### src/rtl/vga_fb_reader.sv
// Video read engine: 640x480@60 timing, 64x48 RGB332 cell scan scaled SCALE x SCALE, two-tick pixel pipeline.
// Pixel-tick latency is 2 for RGB, syncs and o_active alike; there is no backpressure, and everything holds while i_en is low.
module vga_fb_reader #(
   parameter int unsigned H_ACTIVE  = 640,
   parameter int unsigned H_FP      = 16,
   parameter int unsigned H_SYNC    = 96,
   parameter int unsigned H_BP      = 48,
   parameter int unsigned V_ACTIVE  = 480,
   parameter int unsigned V_FP      = 10,
   parameter int unsigned V_SYNC    = 2,
   parameter int unsigned V_BP      = 33,
   parameter int unsigned SCALE     = 10,
   parameter logic        SYNC_POL  = 1'b0,
   parameter logic [11:0] ADDR_BASE = 12'h000
) (
   input  logic        i_clk,
   input  logic        i_rst,
   input  logic        i_en,
   input  logic [7:0]  i_dout,
   output logic [11:0] o_addr,
   output logic        o_hsync,
   output logic        o_vsync,
   output logic [2:0]  o_r,
   output logic [2:0]  o_g,
   output logic [1:0]  o_b,
   output logic        o_active,
   output logic        o_frame_start
);

   localparam int unsigned H_TOTAL = H_ACTIVE + H_FP + H_SYNC + H_BP;
   localparam int unsigned V_TOTAL = V_ACTIVE + V_FP + V_SYNC + V_BP;

   localparam logic [9:0] LP_H_ACT    = 10'(H_ACTIVE);
   localparam logic [9:0] LP_H_LAST   = 10'(H_TOTAL - 1);
   localparam logic [9:0] LP_HS_BEG   = 10'(H_ACTIVE + H_FP);
   localparam logic [9:0] LP_HS_END   = 10'(H_ACTIVE + H_FP + H_SYNC);
   localparam logic [9:0] LP_V_ACT    = 10'(V_ACTIVE);
   localparam logic [9:0] LP_V_LAST   = 10'(V_TOTAL - 1);
   localparam logic [9:0] LP_VS_BEG   = 10'(V_ACTIVE + V_FP);
   localparam logic [9:0] LP_VS_END   = 10'(V_ACTIVE + V_FP + V_SYNC);
   localparam logic [7:0] LP_SUB_LAST = 8'(SCALE - 1);

   logic [9:0]  r_h, r_v;
   logic [7:0]  r_hsub, r_vsub;
   logic [6:0]  r_col;
   logic [5:0]  r_row;
   logic        r_active_d1, r_hs_d1, r_vs_d1, r_fs_d1;

   logic        w_h_vis, w_v_vis, w_hs, w_vs, w_h_last, w_v_last;
   logic [11:0] w_addr;

   assign w_h_vis  = (r_h < LP_H_ACT);
   assign w_v_vis  = (r_v < LP_V_ACT);
   assign w_hs     = (r_h >= LP_HS_BEG) && (r_h < LP_HS_END);
   assign w_vs     = (r_v >= LP_VS_BEG) && (r_v < LP_VS_END);
   assign w_h_last = (r_h == LP_H_LAST);
   assign w_v_last = (r_v == LP_V_LAST);
   // Row stride is 64 cells; sum deliberately wraps mod 4096.
   assign w_addr   = ADDR_BASE + {r_row, 6'b0} + {5'b0, r_col};

   always_ff @(posedge i_clk or posedge i_rst) begin
      if (i_rst) begin
         r_h    <= '0;
         r_v    <= '0;
         r_hsub <= '0;
         r_vsub <= '0;
         r_col  <= '0;
         r_row  <= '0;
      end else if (i_en) begin
         if (w_h_last) begin
            r_h    <= '0;
            r_hsub <= '0;
            r_col  <= '0;
            if (w_v_last) begin
               r_v    <= '0;
               r_vsub <= '0;
               r_row  <= '0;
            end else begin
               r_v <= r_v + 10'd1;
               if (w_v_vis) begin
                  if (r_vsub == LP_SUB_LAST) begin
                     r_vsub <= '0;
                     r_row  <= r_row + 6'd1;
                  end else begin
                     r_vsub <= r_vsub + 8'd1;
                  end
               end
            end
         end else begin
            r_h <= r_h + 10'd1;
            if (w_h_vis) begin
               if (r_hsub == LP_SUB_LAST) begin
                  r_hsub <= '0;
                  r_col  <= r_col + 7'd1;
               end else begin
                  r_hsub <= r_hsub + 8'd1;
               end
            end
         end
      end
   end

   always_ff @(posedge i_clk or posedge i_rst) begin
      if (i_rst) begin
         o_addr        <= ADDR_BASE;
         r_active_d1   <= 1'b0;
         r_hs_d1       <= 1'b0;
         r_vs_d1       <= 1'b0;
         r_fs_d1       <= 1'b0;
         o_r           <= '0;
         o_g           <= '0;
         o_b           <= '0;
         o_active      <= 1'b0;
         o_hsync       <= ~SYNC_POL;
         o_vsync       <= ~SYNC_POL;
         o_frame_start <= 1'b0;
      end else begin
         o_frame_start <= 1'b0;
         if (i_en) begin
            if (w_h_vis && w_v_vis) begin
               o_addr <= w_addr;
            end
            r_active_d1   <= w_h_vis && w_v_vis;
            r_hs_d1       <= w_hs;
            r_vs_d1       <= w_vs;
            r_fs_d1       <= (r_h == 10'd0) && (r_v == 10'd0);
            // RAM data for the previous tick's address is valid by now.
            o_r           <= r_active_d1 ? i_dout[7:5] : 3'd0;
            o_g           <= r_active_d1 ? i_dout[4:2] : 3'd0;
            o_b           <= r_active_d1 ? i_dout[1:0] : 2'd0;
            o_active      <= r_active_d1;
            o_hsync       <= r_hs_d1 ? SYNC_POL : ~SYNC_POL;
            o_vsync       <= r_vs_d1 ? SYNC_POL : ~SYNC_POL;
            o_frame_start <= r_fs_d1;
         end
      end
   end

endmodule

### config.mk
export PLATFORM = sky130hd
export DESIGN_NAME = vga_fb_reader
export DESIGN_NICKNAME = d
export VERILOG_FILES = /design/src/rtl/vga_fb_reader.sv
export SDC_FILE = /design/constraint.sdc
export NUM_CORES = 1
export LEC_CHECK = 0
export CELL_PAD_IN_SITES_DETAIL_PLACEMENT = 1
export CELL_PAD_IN_SITES_GLOBAL_PLACEMENT = 1
export CORE_MARGIN = 2
export CORE_UTILIZATION = 30
export DETAILED_ROUTE_END_ITERATION = 10
export GPL_TIMING_DRIVEN = 0
export MAX_ROUTING_LAYER = met4
export PLACE_DENSITY_LB_ADDON = 0.1
export SLEW_MARGIN = 20
export SYNTH_ARGS = -nofsm -noshare
export SYNTH_HDL_FRONTEND = slang
export SYNTH_SLANG_ARGS = --single-unit
### constraint.sdc
create_clock -name i_clk -period 4.2 [get_ports i_clk]
set_clock_uncertainty 0.15 [all_clocks]
set_input_delay 0.84 -clock i_clk [delete_from_list [all_inputs] [get_ports i_clk]]
set_output_delay 0.84 -clock i_clk [all_outputs]
set_load 0.02 [all_outputs]
## Yosys cells after proc, flatten, opt, wreduce, memory -nomap -nowiden

Cells that the tools add are included.

| cells by class | value |
|---|---|
| mux-type cells | 20 |
| div/mod/pow operators | 0 |
| add/subtract/negate cells | 7 |
| multiply operators | 0 |
| equal/unequal tests | 4 |
| shifts and indexed selects | 0 |
| bitwise logic cells | 0 |
| order comparisons | 6 |
| reduce and logical (&&, ||, !) cells | 16 |

Operator list:

| cell | number |
|---|---|
| 8-bit two-way mux | 6 |
| 7-bit two-way mux | 3 |
| 10-bit by 1-bit adder with 10-bit output, second input constant | 2 |
| 10-bit == test, second input constant | 2 |
| 10-bit logical NOT | 2 |
| 10-bit < comparator, second input constant | 2 |
| 10-bit by 9-bit < comparator with 1-bit output, second input constant | 2 |
| 10-bit two-way mux | 2 |
| 6-bit two-way mux | 3 |
| 8-bit by 1-bit adder with 8-bit output, second input constant | 2 |
| 8-bit by 4-bit == test with 1-bit output, second input constant | 2 |
| 12-bit by 7-bit adder with 12-bit output | 1 |
| 10-bit >= comparator, second input constant | 1 |
| 10-bit by 9-bit >= comparator with 1-bit output, second input constant | 1 |
| 2-bit nonzero test | 4 |
| 7-bit by 1-bit adder with 7-bit output, second input constant | 1 |
| 6-bit by 1-bit adder with 6-bit output, second input constant | 1 |
| 3-bit two-way mux | 2 |
| 2-bit AND reduction | 3 |
| 3-bit AND reduction | 2 |
| 1-bit logical AND | 4 |
| 4-bit AND reduction | 1 |
| 1-bit two-way mux | 3 |
| 2-bit two-way mux | 1 |

| word-level totals | value |
|---|---|
| output and inout bits | 24 |
| RAM bits | 0 |
| ROM bits | 0 |
| input bits | 11 |
| logic and storage cells | 71 |
| latch bits | 0 |
| memories | 0 |
| bits in registers | 77 |

## Logic depth before layout (Yosys ltp)

| logic depth | value |
|---|---|
| depth after elaboration | 4 |
| gate-level depth with buffers | 7 |
| mapped depth without buffers | 6 |

## Least setup slack after synthesis

OpenSTA, ideal clock, no wires.

| timing | value |
|---|---|
| path kind | input to register |
| from | input i_en |
| to | register r_hsub[6] |
| arrival time | 2,007 ps |
| data required time | 3,981 ps |
| library setup time | 69 ps |
| setup slack | 1,973 ps |
| cell stages on the path | 4 |
| buffers on the path | 1 |
| cell sequence | clkbuf_1 and2_0 or4b_2 nand3_1 |

| on the way | value |
|---|---|
| longest elaborated chain between the ends | 1 |

Ends and longest elaborated chain:

| what | RTL line | source |
|---|---|---|
| from (decl) | 18 | `input logic i_en,` |
| 2-bit AND reduction (no line) | n/a |  |
| to (signal assigned) | 96 | `r_hsub <= r_hsub + 8'd1;` |
| to (decl) | 44 | `logic [7:0] r_hsub, r_vsub;` |

No other way between the ends.
A chain may end at the register's enable or synchronous reset.

## Worst setup path after layout

| timing | value |
|---|---|
| from | input i_en |
| to | register r_col[4] |

| on the way | value |
|---|---|
| longest elaborated chain between the ends | 1 |

Ends and longest elaborated chain:

| what | RTL line | source |
|---|---|---|
| 3-bit AND reduction (no line) | n/a |  |
| to (signal assigned) | 94 | `r_col <= r_col + 7'd1;` |
| to (decl) | 45 | `logic [6:0] r_col;` |

No other way between the ends.

==> impl_metrics.tcl <==
set metrics [dict create \
    cts_tree "yes" \
    synthFlopType "dfrtp_1" \
    cts_inserted_buffers 9 \
    finalCritPeriodShare_pct 68.0 \
    setup_violations 0 \
    area_growth_pct 23.0 \
    synth_edf_count 0 \
    path_max_fanout 10 \
    path_buf_inv 2 \
    hold_buffers 0 \
    n_antenna_cell 0 \
    clkTransAtPathRegs_ns 0.06 \
    reg2reg_depth 6 \
    antenna_found_initial 0 \
    initial_core_util_pct 30.4 \
    grt-ovfl-total 0 \
    first_pass_iters 4 \
    synth_area_leaders "dfrtp_1 (47%), o21ai_0 (4.8%), ha_1 (3.8%), nand2_1 (3.3%), a31oi_1 (3.1%)" \
    grt_max_degree 44 \
    rsz0062_at_grt "false" \
    rows 42 \
    io_buffer_count 34 \
    synth_nets 429 \
    drt-wirelength-per-cell_um 16.4 \
    die_w_um 119 \
    slowest_delay_ns 0.64 \
    fp.coreArea_sq_mm 0.0131 \
    die_y_um 119 \
    drtIter0Drc 190 \
    grt_pass1_vias 3414 \
    hold_class "flop to flop" \
    cp.required_ns 4.23 \
    grt.total_usage_pct 16.4 \
    avgSynthCellArea_sq_um 9.83 \
    placed_cells 617 \
    ys_ff_latch 77 \
    crit_path_start_kind "input port" \
    worst_setup_path_end_kind "flop" \
    cts.repair.resized 0 \
    fillers 1501 \
    clockBufferDepth 2 \
    synth_top_area_share_pct 47.0 \
    post-route-min-period_ns 2.86 \
    synthesis.area_sq_mm 0.00399 \
    totalWireLength_mm 10.4 \
    grt_pass1_wl_mm 17.8 \
    dieArea_sq_mm 0.0142 \
    fin_cells 633 \
    num_vias 3300 \
    drv_cap 0 \
    slowest_stage "nor2_1" \
    layout_common_cells "dfrtp_1 (75), o21ai_0 (38), nand2_1 (35)" \
    cts_sinks 77 \
    ys_seq_area_share_pct 48.4 \
    clk_latency_ns 0.35 \
    cts_setup_buffers 0 \
    place.detailed.hpwl_mm 7.25 \
    maxSlewHeadroom_pct 33.8 \
    vdd_ir_drop_max_mv 0.225 \
    hold_violations 0 \
    drtAntennaViolNets 0 \
    synthCells 406 \
    route.detailed.drc 0 \
    critical_path_arrival_ns 2.89 \
    drive_gt1_share_pct 10.7 \
    crit_type "input port to flop" \
    crit_cells 5 \
    status "completed" \
    timing.fmax_mhz 350 \
    leakage_nw 2.20 \
    pwr_density_cell_mw_per_mm2 418 \
    via_per_inst 5.21 \
    finalNetCount 475 \
    gp_congestion 0.801 \
    synthArstFlopShare_pct 100 \
    slew_viol_final 0 \
    path_cells "clkdlybuf4s50_1 > clkbuf_1 > nand2_1 > nor2_1 > a31oi_1" \
    synth_top_area_cell "dfrtp_1" \
    cts-root-buf "clkbuf_16" \
    tightest_slew_ns 0.986 \
    fin_util_pct 37.4 \
    cts_htree_levels 3 \
    synth_cell_types 56 \
    io_pins 35 \
    hold_depth 1 \
    yosys_warnings 0 \
    mostFrequentLayoutCell "dfrtp_1" \
    critPathTopFamily "buffers and inverters" \
]
## area by class of cell
class                   instances  area [sq um]  share of cell area [%]
inverters                      26           100                    2.04
multi-input cells             285          1880                    38.3
flip-flops and latches         77          1930                    39.3
clock buffers                  12           256                    5.23
clock inverters                 4          70.1                    1.43
plain buffers                  18          85.1                    1.73
well taps                     176           220                    4.49
repair buffers                 35           368                    7.50
## synthesized netlist by cell type (5+ instances only)
master and count:
dfrtp_1 75, o21ai_0 38, nand2_1 35, inv_1 26
nand3_1 24, a31oi_1 20, nor3_1 14, clkbuf_1 12
ha_1 12, and3_1 11, mux2_2 10, nor2_1 10
a21oi_1 8, xnor2_1 8, nand4_1 7, a21o_1 6
mux2i_1 6, or3_1 6, and2_1 5, nor4_1 5
## layer usage
metal	share of wire, %	up-vias	wire (um)	track usage [%]
met5	0	-	0	-
met4	1.7	0	181	5.22
met3	2.7	17	281	4.45
met2	48	32	4980	26.1
met1	48	1677	4960	20.3
li1	-	1574	-	-
## per-stage QoR
| stage | power (W) | cell area [sq um] | setup slack [ns] | setup TNS, ns | hold slack, ns |
|---|---|---|---|---|---|
| 6_report | 0.00205 | 4910 | 1.34 | 0 | 0.270 |
| 5_1_grt | 0.00217 | 4910 | 1.15 | 0 | 0.313 |
| 4_1_cts | 0.00209 | 4910 | 1.30 | 0 | 0.275 |
| 3_5_place_dp | 0.00120 | 4580 | 0.917 | 0 | 0.271 |
| 3_3_place_gp | 0.00119 | 4550 | -0.347 | -25.61 | 0.256 |
| 2_1_floorplan | 0.00109 | 3990 | 1.25 | 0 | 0.238 |
## cell families after synthesis
group | share of synthesized area [%]
and+or+nand+nor | 21.0
AOI/OAI and AO/OA | 15.3
adders and majority gates | 3.76
muxes | 4.33
buffers and inverters | 4.58
DFF | 48.4
xor gates and xnor gates | 2.63
## flip-flops by register name, indices dropped and copies added (netlist names), 6 cells and up
name and cells:
r_row 6, r_col 7, r_vsub 8, r_v 10, r_hsub 8, o_addr 12
r_h 10
## worst paths after layout
kind	startpoint	end	slack [ns]
worst max-delay path	i_en	r_col[4]$_DFFE_PP0P_	1.34
worst min-delay path	r_vs_d1$_DFFE_PP0P_	o_vsync$_DFFE_PP1P_	0.27
worst max register to register	r_h[0]$_DFFE_PP0P_	r_row[1]$_DFFE_PP0P_	1.64
worst min register to register	r_vs_d1$_DFFE_PP0P_	o_vsync$_DFFE_PP1P_	0.27
max in group asynchronous	i_rst	o_vsync$_DFFE_PP1P_	2.54
min in group asynchronous	i_rst	r_hsub[3]$_DFFE_PP0P_	0.72
## worst reg2reg max path, cell delays in order, from the launching register on
cell and delay [ns]:
dfrtp_1 0.39, ha_1 0.22, nand3b_1 0.20, nor3_1 0.56
clkbuf_1 0.46, o21ai_0 0.22, a32o_1 0.24
## report_power, final
part / internal (W) / switching [W] / total (W)
Clock: 0.000551 / 0.000318 / 0.000869
Combinational: 0.000133 / 0.000157 / 0.000290
Sequential: 0.000811 / 0.0000825 / 0.000894
Total: 0.00150 / 0.000558 / 0.00205
Power figures use the tool's default switching activity.
